`src/rtl/mfhwt_row_writer.sv`:
```
// MFHWT line-buffer write sequencer: steers raster rows into four row FIFOs
// (row mod 4) and flags completed 4-row bands and frame end.
module mfhwt_row_writer #(
  parameter int IMG_W = 160,
  parameter int IMG_H = 120,
  parameter int DW    = 16
) (
  input  logic          iClk,
  input  logic          iRst,
  input  logic          iStart,
  input  logic          iValid,
  input  logic [DW-1:0] iData,
  output logic          oReady,
  input  logic [3:0]    iFull,
  output logic [3:0]    oWrreq,
  output logic [DW-1:0] oData,
  output logic          oBandDone,
  output logic          oFrameDone,
  output logic          oBusy
);

  localparam int CW = (IMG_W > 1) ? $clog2(IMG_W) : 1;
  localparam int RW = (IMG_H > 1) ? $clog2(IMG_H) : 1;

  localparam logic [CW-1:0] COL_LAST = CW'(IMG_W - 1);
  localparam logic [RW-1:0] ROW_LAST = RW'(IMG_H - 1);

  typedef enum logic [1:0] {
    S_IDLE  = 2'd0,
    S_WRITE = 2'd1,
    S_DONE  = 2'd2
  } state_e;

  state_e        state_q, state_d;
  logic [CW-1:0] col_q, col_d;
  logic [1:0]    slot_q, slot_d;
  logic [RW-1:0] row_q, row_d;
  logic          band_q, band_d;
  logic          frame_q, frame_d;
  logic          busy_q, busy_d;

  logic          ready;
  logic          accept;

  // Only the FIFO of the current slot can stall the stream.
  assign ready  = (state_q == S_WRITE) & ~iFull[slot_q];
  assign accept = iValid & ready;

  assign oReady     = ready;
  assign oWrreq     = accept ? (4'b0001 << slot_q) : 4'b0000;
  assign oData      = iData;
  assign oBandDone  = band_q;
  assign oFrameDone = frame_q;
  assign oBusy      = busy_q;

  always_comb begin
    state_d = state_q;
    col_d   = col_q;
    slot_d  = slot_q;
    row_d   = row_q;
    band_d  = 1'b0;
    frame_d = 1'b0;
    unique case (state_q)
      S_IDLE: begin
        if (iStart) begin
          state_d = S_WRITE;
          col_d   = '0;
          slot_d  = 2'd0;
          row_d   = '0;
        end
      end
      S_WRITE: begin
        if (accept) begin
          if (col_q == COL_LAST) begin
            col_d  = '0;
            slot_d = slot_q + 2'd1;
            band_d = (slot_q == 2'd3);
            if (row_q == ROW_LAST) begin
              state_d = S_DONE;
              frame_d = 1'b1;
            end else begin
              row_d = row_q + RW'(1);
            end
          end else begin
            col_d = col_q + CW'(1);
          end
        end
      end
      S_DONE: begin
        state_d = S_IDLE;
      end
      default: begin
        state_d = S_IDLE;
      end
    endcase
    busy_d = (state_d != S_IDLE);
  end

  always_ff @(posedge iClk) begin
    if (iRst) begin
      state_q <= S_IDLE;
      col_q   <= '0;
      slot_q  <= 2'd0;
      row_q   <= '0;
      band_q  <= 1'b0;
      frame_q <= 1'b0;
      busy_q  <= 1'b0;
    end else begin
      state_q <= state_d;
      col_q   <= col_d;
      slot_q  <= slot_d;
      row_q   <= row_d;
      band_q  <= band_d;
      frame_q <= frame_d;
      busy_q  <= busy_d;
    end
  end

endmodule

```
`config.mk`:
```
export PLATFORM = sky130hd
export DESIGN_NAME = mfhwt_row_writer
export DESIGN_NICKNAME = d
export VERILOG_FILES = /design/src/rtl/mfhwt_row_writer.sv
export SDC_FILE = /design/constraint.sdc
export NUM_CORES = 1
export LEC_CHECK = 0
export ABC_AREA = 0
export BUFFER_PORTS_ARGS = -buffer_cell sky130_fd_sc_hd__buf_2
export CORE_MARGIN = 4
export CORE_UTILIZATION = 49
export CTS_CLUSTER_SIZE = 30
export DETAILED_ROUTE_END_ITERATION = 8
export GPL_TIMING_DRIVEN = 1
export PLACE_DENSITY = 0.9
export RECOVER_POWER = 50
export SYNTH_ARGS = -nofsm -noshare
export SYNTH_HDL_FRONTEND = slang
export SYNTH_SLANG_ARGS = --single-unit
```
`constraint.sdc`:
```
create_clock -name iClk -period 2.5 [get_ports iClk]
set_input_delay 0.5 -clock iClk [delete_from_list [all_inputs] [get_ports iClk]]
set_output_delay 0.5 -clock iClk [all_outputs]
set_load 0.05 [all_outputs]
```
==> impl_metrics.ini, run 1 <==
[power_and_ir_drop]
p_seq_frac = 0.575
power_switching_mw = 0.160
intPower_mw = 0.461
ir_drop_v = 0.000299
power_density_mw_per_mm2 = 461
clkPwrFrac = 0.327
leakage_nw = 0.500
p_sw_frac = 0.258
combPwrFrac = 0.098

[cts]
cts_buffers = 3
cts_hold_buf = 0
htreeDepth = 1
cts_tree = done
clk_latency_ps = 320
cts_setup_buffers = 0
cts_max_path_buffers = 2
cts_root_buf = clkbuf_4
clk_pin_slew_ps = 120
clkSinkCount = 22

[synthesis]
synth_fp_nets = 191
syn_inst = 161
ys_ff_latch = 22
ys_seq_area_frac = 0.322
synth_edf_count = 0
syn_area_mm2 = 0.00137
yosys_warnings = 0
synthFlopType = dfxtp_1
synth.top_cell.area_share = 0.322
synth_area_per_cell_um2 = 8.50
synthArstFlopShare = 0
yosysTopAreaCell = dfxtp_1
yosysUniqueCellTypes = 42
synth_area_leaders = dfxtp_1 32%, buf_4 9.3%, ha_1 5.5%

[setup_path]
rr_worst_depth = 6
path_cells = mux4_2 > nor2_4 > and3_1 > buf_2
cp-startpoint = slot_q[0]
r2r-start = col_q[0]
cp_num_buf_inv = 1
startpoint_type = flop
r2r_end = row_q[5]
path_delay_family = multiplexers
cp.depth = 4
worstPathRequired_ps = 2000
max_stage_delay_ps = 560
endpoint = oWrreq[2]
crit_fanout = 8
worstPathArrival_ps = 1920
slowest_stage = mux4_2
worstSetupPathType = flop to primary output
r2r_slack_ps = 360
critPathCaptureType = primary output

[run]
maxCapViolations = 0

[timing]
max_freq_ghz = 0.413
slew_violations = 0
setup-tns-final_ps = 0
hold_ws_ps = 475
finalCriticalPeriod_ps = 2420
worst_pin_slew_ps = 593
fin_skew_ps = 2.67
period_share = 0.969
setup_viol = 0
hold_viol_final = 0
layout_setup_ws_ps = 78.5
rsz0062_at_grt = no
max-slew-margin-rel = 0.606

[place]
routabilityCongestion = 0.872
place_hpwl_mm = 2.21
numPortBuffers = 15
pre_cts_slack_ps = 290

[layout]
antenna_cells = 0
area_delta_synth_final_pct = -1.55
drive_above_1_share = 0.159
fillers = 235
nets = 188
multiInputGateArea_um2 = 727
seqCellArea_um2 = 442

[die]
fp.dieW_um = 60.9
std_cell_rows = 18
dieArea_mm2 = 0.00370
dieHeight_um = 60.9
coreArea_mm2 = 0.00257
initial_utilization = 0.533
ios = 48

[detailed_routing]
initialDrtViolationCount = 131
antenna_left = 0
drc_errors = 0
routed_wl_mm = 2.96
vias_per_cell = 6.34
dr.pass1.iters = 4
route.vias.total = 1186
wl_per_cell_um = 15.8

[run_status]
status = finished, final reports clean

[global_routing]
globalRouteOverflowTotal = 0
grt_usage = 0.171
grt_max_degree = 21
grt_pass1_vias = 1039
grt_antenna_before_repair = 0
grt_first_pass_wirelength_mm = 4.77

[hold_path]
hold_class = primary input to flop
## worst min-delay path, cell delays in order
cell and delay (ps):
buf_2 120, nor2_1 80, nor3_1 60
## metal layers
layer | GRT usage | up-vias | wire length [µm]
met2 | 0.290 | 48 | 1460
li1 | - | 563 | -
met3 | 0.0255 | 11 | 218
met5 | 0 | - | 0
met1 | 0.208 | 564 | 1210
met4 | 0.0867 | 0 | 74
## logic make-up after synthesis
kind of cell / Yosys count / share of synthesized area
AOI/OAI and AO/OA: 36 / 0.179
adders and majority gates: 6 / 0.0548
buffers and inverters: 31 / 0.140
DFF: 22 / 0.322
muxes: 5 / 0.0457
and+or+nand+nor: 61 / 0.259
## state kept, by name, indices dropped and copies added (netlist names)
name	cells
slot_q	2
oBandDone	1
state_q	2
col_q	8
row_q	7
oBusy	1
oFrameDone	1
## cell usage in the layout, fill, tap and decap left out, types with 2 or more instances in the layout
cell type / count
clkbuf_4: 3
dfxtp_1: 21
nand2_1: 10
a311oi_1: 3
a21oi_1: 10
and3_1: 8
nor3_1: 5
and4_1: 2
ha_1: 6
or4_1: 2
a21o_1: 2
mux2i_1: 4
o21ai_0: 4
nand2b_1: 3
o31a_1: 2
nor2_1: 10
or2_2: 2
a31oi_1: 4
o311a_1: 2
clkbuf_1: 3
buf_2: 12
o32ai_1: 2
inv_1: 7
nand3_1: 8
a41oi_1: 2
## through the flow
stage | utilization | cells | area [µm²] | power (mW)
2_1_floorplan | - | 161 | 1370 | 0.477
3_3_place_gp | 0.516 | 183 | 1320 | 0.423
3_5_place_dp | 0.516 | 183 | 1320 | 0.425
4_1_cts | 0.530 | 187 | 1360 | 0.619
5_1_grt | 0.525 | 187 | 1350 | 0.640
6_report | 0.525 | 187 | 1350 | 0.621
## cell usage after synthesis (all sizes together) (3+ instances only)
cell type	n
dfxtp	22
buf	21
nor2	11
a21oi	10
nand2	10
nand3	9
and3	8
inv	7
ha	6
nor3	6
o21ai	5
a31oi	4
mux2i	4
nand2b	4
a311oi	3
clkbuf	3
or2	3
## final cells by class
cell class | instances | area share
flip-flops and latches | 22 | 0.328
well taps | 30 | 0.0279
multi-input cells | 108 | 0.539
repair buffers | 16 | 0.0585
inverters | 7 | 0.0195
clock buffers | 4 | 0.0269
## power groups by stage
stage,sequential (mW),combinational (mW),clock [mW]
after global routing,0.358,0.0670,0.215
after CTS,0.357,0.0607,0.201
after floorplan,0.366,0.111,0
after detailed placement,0.364,0.0606,0
final,0.357,0.0612,0.203
after global placement,0.364,0.0585,0
## timing repair
| item | CTS | global route |
|---|---|---|
| endpoints found under the hold margin | 0 | 0 |
| endpoints found under the setup margin | 0 | 4 |
| gates resized for setup | 0 | 2 |
## worst min-delay path by stage
stage          startpoint        to  slack (ps)  cells after the start
5_1_grt          col_q[1]  col_q[1]         520                      2
3_3_place_gp     col_q[1]  col_q[1]         450                      2
3_5_place_dp     col_q[1]  col_q[1]         470                      2
6_report           iStart     oBusy         470                      3
2_1_floorplan    col_q[1]  col_q[1]         440                      2
4_1_cts            iStart     oBusy         480                      3
Note: power is estimated with default switching activity, not from simulation.
==> run 2, diff against run 1 <==
--- a/config.mk
+++ b/config.mk
@@ -5,14 +5,13 @@
 export SDC_FILE = /design/constraint.sdc
 export NUM_CORES = 1
 export LEC_CHECK = 0
-export ABC_AREA = 0
+export ABC_AREA = 1
 export BUFFER_PORTS_ARGS = -buffer_cell sky130_fd_sc_hd__buf_2
 export CORE_MARGIN = 4
-export CORE_UTILIZATION = 49
+export CORE_UTILIZATION = 50
 export CTS_CLUSTER_SIZE = 30
 export DETAILED_ROUTE_END_ITERATION = 8
-export GPL_TIMING_DRIVEN = 1
-export PLACE_DENSITY = 0.9
+export PLACE_DENSITY = 0.91
 export RECOVER_POWER = 50
 export SYNTH_ARGS = -nofsm -noshare
 export SYNTH_HDL_FRONTEND = slang
==> impl_metrics.ini, run 2 <==
[detailed_routing]
initialDrtViolationCount = 92
antenna_left = 0
wl_per_cell_um = 10.7
dr.pass1.iters = 4
routed_wl_mm = 2.55
drc_errors = 0
vias_per_cell = 5.10
route.vias.total = 1218

[timing]
layout_setup_ws_ps = 375
max_freq_ghz = 0.471
fin_skew_ps = 3.27
setup-tns-final_ps = 0
period_share = 0.850
hold_viol_final = 0
setup_viol = 0
worst_pin_slew_ps = 598
finalCriticalPeriod_ps = 2130
slew_violations = 0
max-slew-margin-rel = 0.603
rsz0062_at_grt = no

[setup_path]
rr_worst_depth = 8
cp.depth = 7
cp_num_buf_inv = 2
startpoint_type = flop
path_delay_family = flip-flops
max_stage_delay_ps = 490
worstPathRequired_ps = 2000
worstPathArrival_ps = 1630
crit_fanout = 9
slowest_stage = dfxtp_1
worstSetupPathType = flop to primary output
critPathCaptureType = primary output
path_cells = inv_2 > nand2_1 > nand3_2 > nand2_2 > nand3_4 > nor2_1 > buf_2

[die]
initial_utilization = 0.517
coreArea_mm2 = 0.00273
dieArea_mm2 = 0.00374
std_cell_rows = 19
fp.dieW_um = 61.2
ios = 48
dieHeight_um = 61.2

[power_and_ir_drop]
power_switching_mw = 0.228
clkPwrFrac = 0.267
power_density_mw_per_mm2 = 523
ir_drop_v = 0.000498
combPwrFrac = 0.204
intPower_mw = 0.503
p_sw_frac = 0.312
p_seq_frac = 0.529
leakage_nw = 0.619
p_total_mw = 0.731

[cts]
clkSinkCount = 22
cts_buffers = 3
htreeDepth = 1
clk_pin_slew_ps = 120
cts_setup_buffers = 0
cts_tree = done
clk_latency_ps = 310
cts_resized = 0
cts_hold_buf = 0
cts_max_path_buffers = 2
cts_root_buf = clkbuf_4

[run]
maxCapViolations = 0

[synthesis]
ys_seq_area_frac = 0.312
synthXorXnorAreaFrac = 0.00619
yosysTopAreaCell = dfxtp_1
synth_top_family_by_area = simple AND/OR/NAND/NOR gates
yosysUniqueCellTypes = 29
synthArstFlopShare = 0
synth_area_per_cell_um2 = 6.76
synth_fa_ha_area_frac = 0.0531
syn_area_mm2 = 0.00141
synth.top_cell.area_share = 0.312
synth_fp_nets = 239
synthFlopType = dfxtp_1
ys_ff_latch = 22
synth_edf_count = 0
synth_area_leaders = dfxtp_1 31%, nand2_1 13%, buf_4 8.5%
muxShareOfSynthArea = 0
yosys.area_share.simple = 0.366
yosys_warnings = 0
yosysMostFrequentCell = nand2_1
synthTopCellsByCount = 48 x nand2_1, 28 x nor2_1, 22 x dfxtp_1, 21 x nand3_1, 20 x inv_1
syn_inst = 209
synth-compound-area-share = 0.0876

[place]
pre_cts_slack_ps = 659
routabilityCongestion = 0.820
place_hpwl_mm = 1.93
placedInstanceArea_mm2 = 0.00137
numPortBuffers = 15

[global_routing]
grt_first_pass_wirelength_mm = 4.41
grt_usage = 0.158
grt_pass1_vias = 1045
globalRouteOverflowTotal = 0
grt_max_degree = 28
grt_antenna_before_repair = 0

[layout]
antenna_cells = 0
layout_common_cells = 48 x nand2_1, 29 x nor2_1, 22 x dfxtp_1
drive_above_1_share = 0.120
largest_register = col_q
area_delta_synth_final_pct = -1.24
final_common_cell = nand2_1
nets = 239
largest_register_ffs = 8
final_area_mm2 = 0.00140
largestRegisters = col_q: 8 flops, row_q: 7 flops
fin_util = 0.511

[hold_path]
worstHoldPathCells = 2
hold_class = flop to flop

[run_status]
status = finished, final reports clean
run 2: cell types whose count changed in the layout (fill, tap and decap cells not counted), moves of 3 or more:
cell	change
mux2i_1	-4
and3_1	-8
a311oi_1	-3
nand2b_1	-3
a31oi_1	-4
nor3_1	-3
nor2_1	+19
nand2_1	+38
inv_1	+13
nand3_1	+13
a21oi_1	+7
run 2: cell type report:
class / instances / area, µm²
Timing Repair Buffer: 15 / 71.3
Inverter: 23 / 86.3
Tap cell: 31 / 38.8
Fill cell: 265 / 1340
Clock buffer: 4 / 36.3
Multi-Input combinational cell: 144 / 723
Sequential cell: 22 / 440
run 2: power groups by stage:
stage | clock network (mW) | logic (mW) | registers (mW)
after detailed placement | 0 | 0.149 | 0.394
final | 0.195 | 0.149 | 0.386
after CTS | 0.205 | 0.150 | 0.386
after global placement | 0 | 0.145 | 0.394
after floorplan | 0 | 0.195 | 0.396
after global routing | 0.216 | 0.172 | 0.389
run 2: final timing paths:
kind	startpoint	end	slack (ps)
hold reg to reg	row_q[6]	row_q[6]	470
setup reg to reg	col_q[0]	row_q[0]	760
hold / removal	row_q[6]	row_q[6]	470
setup / recovery	slot_q[0]	oWrreq[0]	370
run 2: kinds of logic after synthesis:
| group | count (synthesis) |
|---|---|
| fa+ha+maj | 6 |
| compound gates | 24 |
| buf+inv | 43 |
| simple gates | 113 |
| flops | 22 |
| xor+xnor | 1 |
run 2: worst register-to-register path, stage by stage (launching register included):
cell	delay, ps
dfxtp_1	390
ha_1	200
nand3_1	120
nor2_1	250
nand3_1	110
nand2_1	310
nand3_1	150
nand2_1	90
nor2_1	40
run 2: per-stage QoR:
step | cells | hold slack (ps)
after floorplan | 209 | 439
after detailed placement | 235 | 457
after global placement | 235 | 450
after global routing | 239 | 493
final | 239 | 473
after CTS | 239 | 468
run 2: per-layer routing:
metal / routed length (µm) / share of wire / track usage / vias up
li1: - / - / - / 650
met1: 1140 / 0.45 / 0.195 / 534
met2: 1190 / 0.47 / 0.252 / 29
met3: 159 / 0.062 / 0.0461 / 5
met4: 53 / 0.021 / 0.0774 / 0
met5: 0 / 0 / 0 / -
==> run 3, diff against run 2 <==
--- a/config.mk
+++ b/config.mk
@@ -7,12 +7,12 @@
 export LEC_CHECK = 0
 export ABC_AREA = 1
 export BUFFER_PORTS_ARGS = -buffer_cell sky130_fd_sc_hd__buf_2
-export CORE_MARGIN = 4
 export CORE_UTILIZATION = 50
 export CTS_CLUSTER_SIZE = 30
 export DETAILED_ROUTE_END_ITERATION = 8
 export PLACE_DENSITY = 0.91
 export RECOVER_POWER = 50
+export REMOVE_ABC_BUFFERS = 1
 export SYNTH_ARGS = -nofsm -noshare
 export SYNTH_HDL_FRONTEND = slang
 export SYNTH_SLANG_ARGS = --single-unit
==> impl_metrics.ini, run 3 (synthesis results as in run 2) <==
[run_status]
status = finished, final reports clean

[power_and_ir_drop]
combPwrFrac = 0.183
intPower_mw = 0.575
p_sw_frac = 0.287
leakage_nw = 0.624
p_seq_frac = 0.480
power_switching_mw = 0.232
power_density_mw_per_mm2 = 575
clkPwrFrac = 0.337
ir_drop_v = 0.000323

[timing]
hold_ws_ps = 475
max-slew-margin-rel = 0.432
finalCriticalPeriod_ps = 2160
hold_viol_final = 0
setup_viol = 0
slew_violations = 0
period_share = 0.864
setup-tns-final_ps = 0
worst_pin_slew_ps = 849
max_freq_ghz = 0.463
layout_setup_ws_ps = 340
fin_skew_ps = 10.5
rsz0062_at_grt = no

[hold_path]
worstHoldPathCells = 2
hold_class = primary input to flop
holdCritStartpoint = iRst

[cts]
cts_hold_buf = 0
clk_pin_slew_ps = 130
htreeDepth = 1
clk_latency_ps = 310
cts_setup_buffers = 0
cts_buffers = 3
cts_root_buf = clkbuf_4
cts_resized = 0
cts_tree = done
clkSinkCount = 22
cts_max_path_buffers = 2

[layout]
drive_above_1_share = 0.115
antenna_cells = 0
final_common_cell = nand2_1
stdcell_count = 238
largest_register_ffs = 8
largestRegisters = col_q: 8 flops, row_q: 7 flops
nets = 239
largest_register = col_q
area_delta_synth_final_pct = -0.708
layout_common_cells = 49 x nand2_1, 29 x nor2_1, 22 x dfxtp_1

[die]
ios = 48
fp.dieW_um = 55.2
initial_utilization = 0.551
coreArea_mm2 = 0.00257
std_cell_rows = 18
dieHeight_um = 55.2
dieArea_mm2 = 0.00304

[setup_path]
cp-startpoint = slot_q[0]
path_delay_family = flip-flops
endpoint = oWrreq[0]
worstSetupPathType = flop to primary output
r2r_end = col_q[3]
rr_worst_depth = 9
critPathCaptureType = primary output
worstPathArrival_ps = 1660
max_stage_delay_ps = 510
r2r_slack_ps = 350
cp_num_buf_inv = 2
cp.depth = 7
worstPathRequired_ps = 2000
crit_fanout = 9
slowest_stage = dfxtp_1
startpoint_type = flop
path_cells = inv_2 > nand2_1 > nand3_2 > nand2_2 > nand3_4 > nor2_1 > buf_2
r2r-start = slot_q[0]

[global_routing]
globalRouteOverflowTotal = 0
grt_first_pass_wirelength_mm = 4.66
grt_antenna_before_repair = 0
grt_pass1_vias = 1116
grt_usage = 0.217
grt_max_degree = 28

[run]
maxCapViolations = 0

[place]
numPortBuffers = 15
pre_cts_slack_ps = 652
routabilityCongestion = 0.795
place_hpwl_mm = 2.08
dp_cells = 234

[detailed_routing]
dr.pass1.iters = 4
route.vias.total = 1299
vias_per_cell = 5.46
drc_errors = 0
antenna_left = 0
initialDrtViolationCount = 41
wl_per_cell_um = 11.9
routed_wl_mm = 2.83
==> run 3: cell count changes in the layout (fill, tap and decap cells not counted) <==
cell	before	now
clkbuf_8	1	0
nand2_1	48	49
nand2_4	1	0
bufinv_16	0	1
==> run 3: through the flow <==
step / power [mW] / utilization / instance area [µm²]
2_1_floorplan: 0.505 / - / 1250
3_3_place_gp: 0.538 / 0.532 / 1370
3_5_place_dp: 0.542 / 0.532 / 1370
4_1_cts: 0.810 / 0.552 / 1420
5_1_grt: 0.847 / 0.547 / 1400
6_report: 0.807 / 0.547 / 1400
==> run 3: power by group through the flow <==
stage               Combinational (mW)  Sequential, mW  Clock, mW
floorplan                        0.110           0.396          0
global placement                 0.144           0.394          0
detailed placement               0.148           0.395          0
CTS                              0.148           0.387      0.275
global route                     0.171           0.390      0.286
finish                           0.147           0.387      0.272
==> run 3: worst min-delay path by stage <==
stage | endpoint | slack [ps]
after floorplan | row_q[6] | 430
after global placement | row_q[6] | 450
after detailed placement | row_q[6] | 460
after CTS | slot_q[1] | 470
after global routing | row_q[6] | 480
final | slot_q[1] | 470
==> run 3: routing by layer <==
metal | global-route usage | routed length [µm] | vias up
li1 | - | - | 652
met1 | 0.252 | 1230 | 569
met2 | 0.341 | 1260 | 73
met3 | 0.0984 | 320 | 5
met4 | 0.0792 | 28 | 0
met5 | 0.0625 | 0 | -
==> run 3: layout make-up <==
class | instances | area (µm²)
Inverter | 23 | 86.3
Timing Repair Buffer | 15 | 71.3
Sequential cell | 22 | 440
Clock buffer | 3 | 22.5
Multi-Input combinational cell | 144 | 716
Fill cell | 241 | 1160
Tap cell | 30 | 37.5
Clock inverter | 1 | 30.0
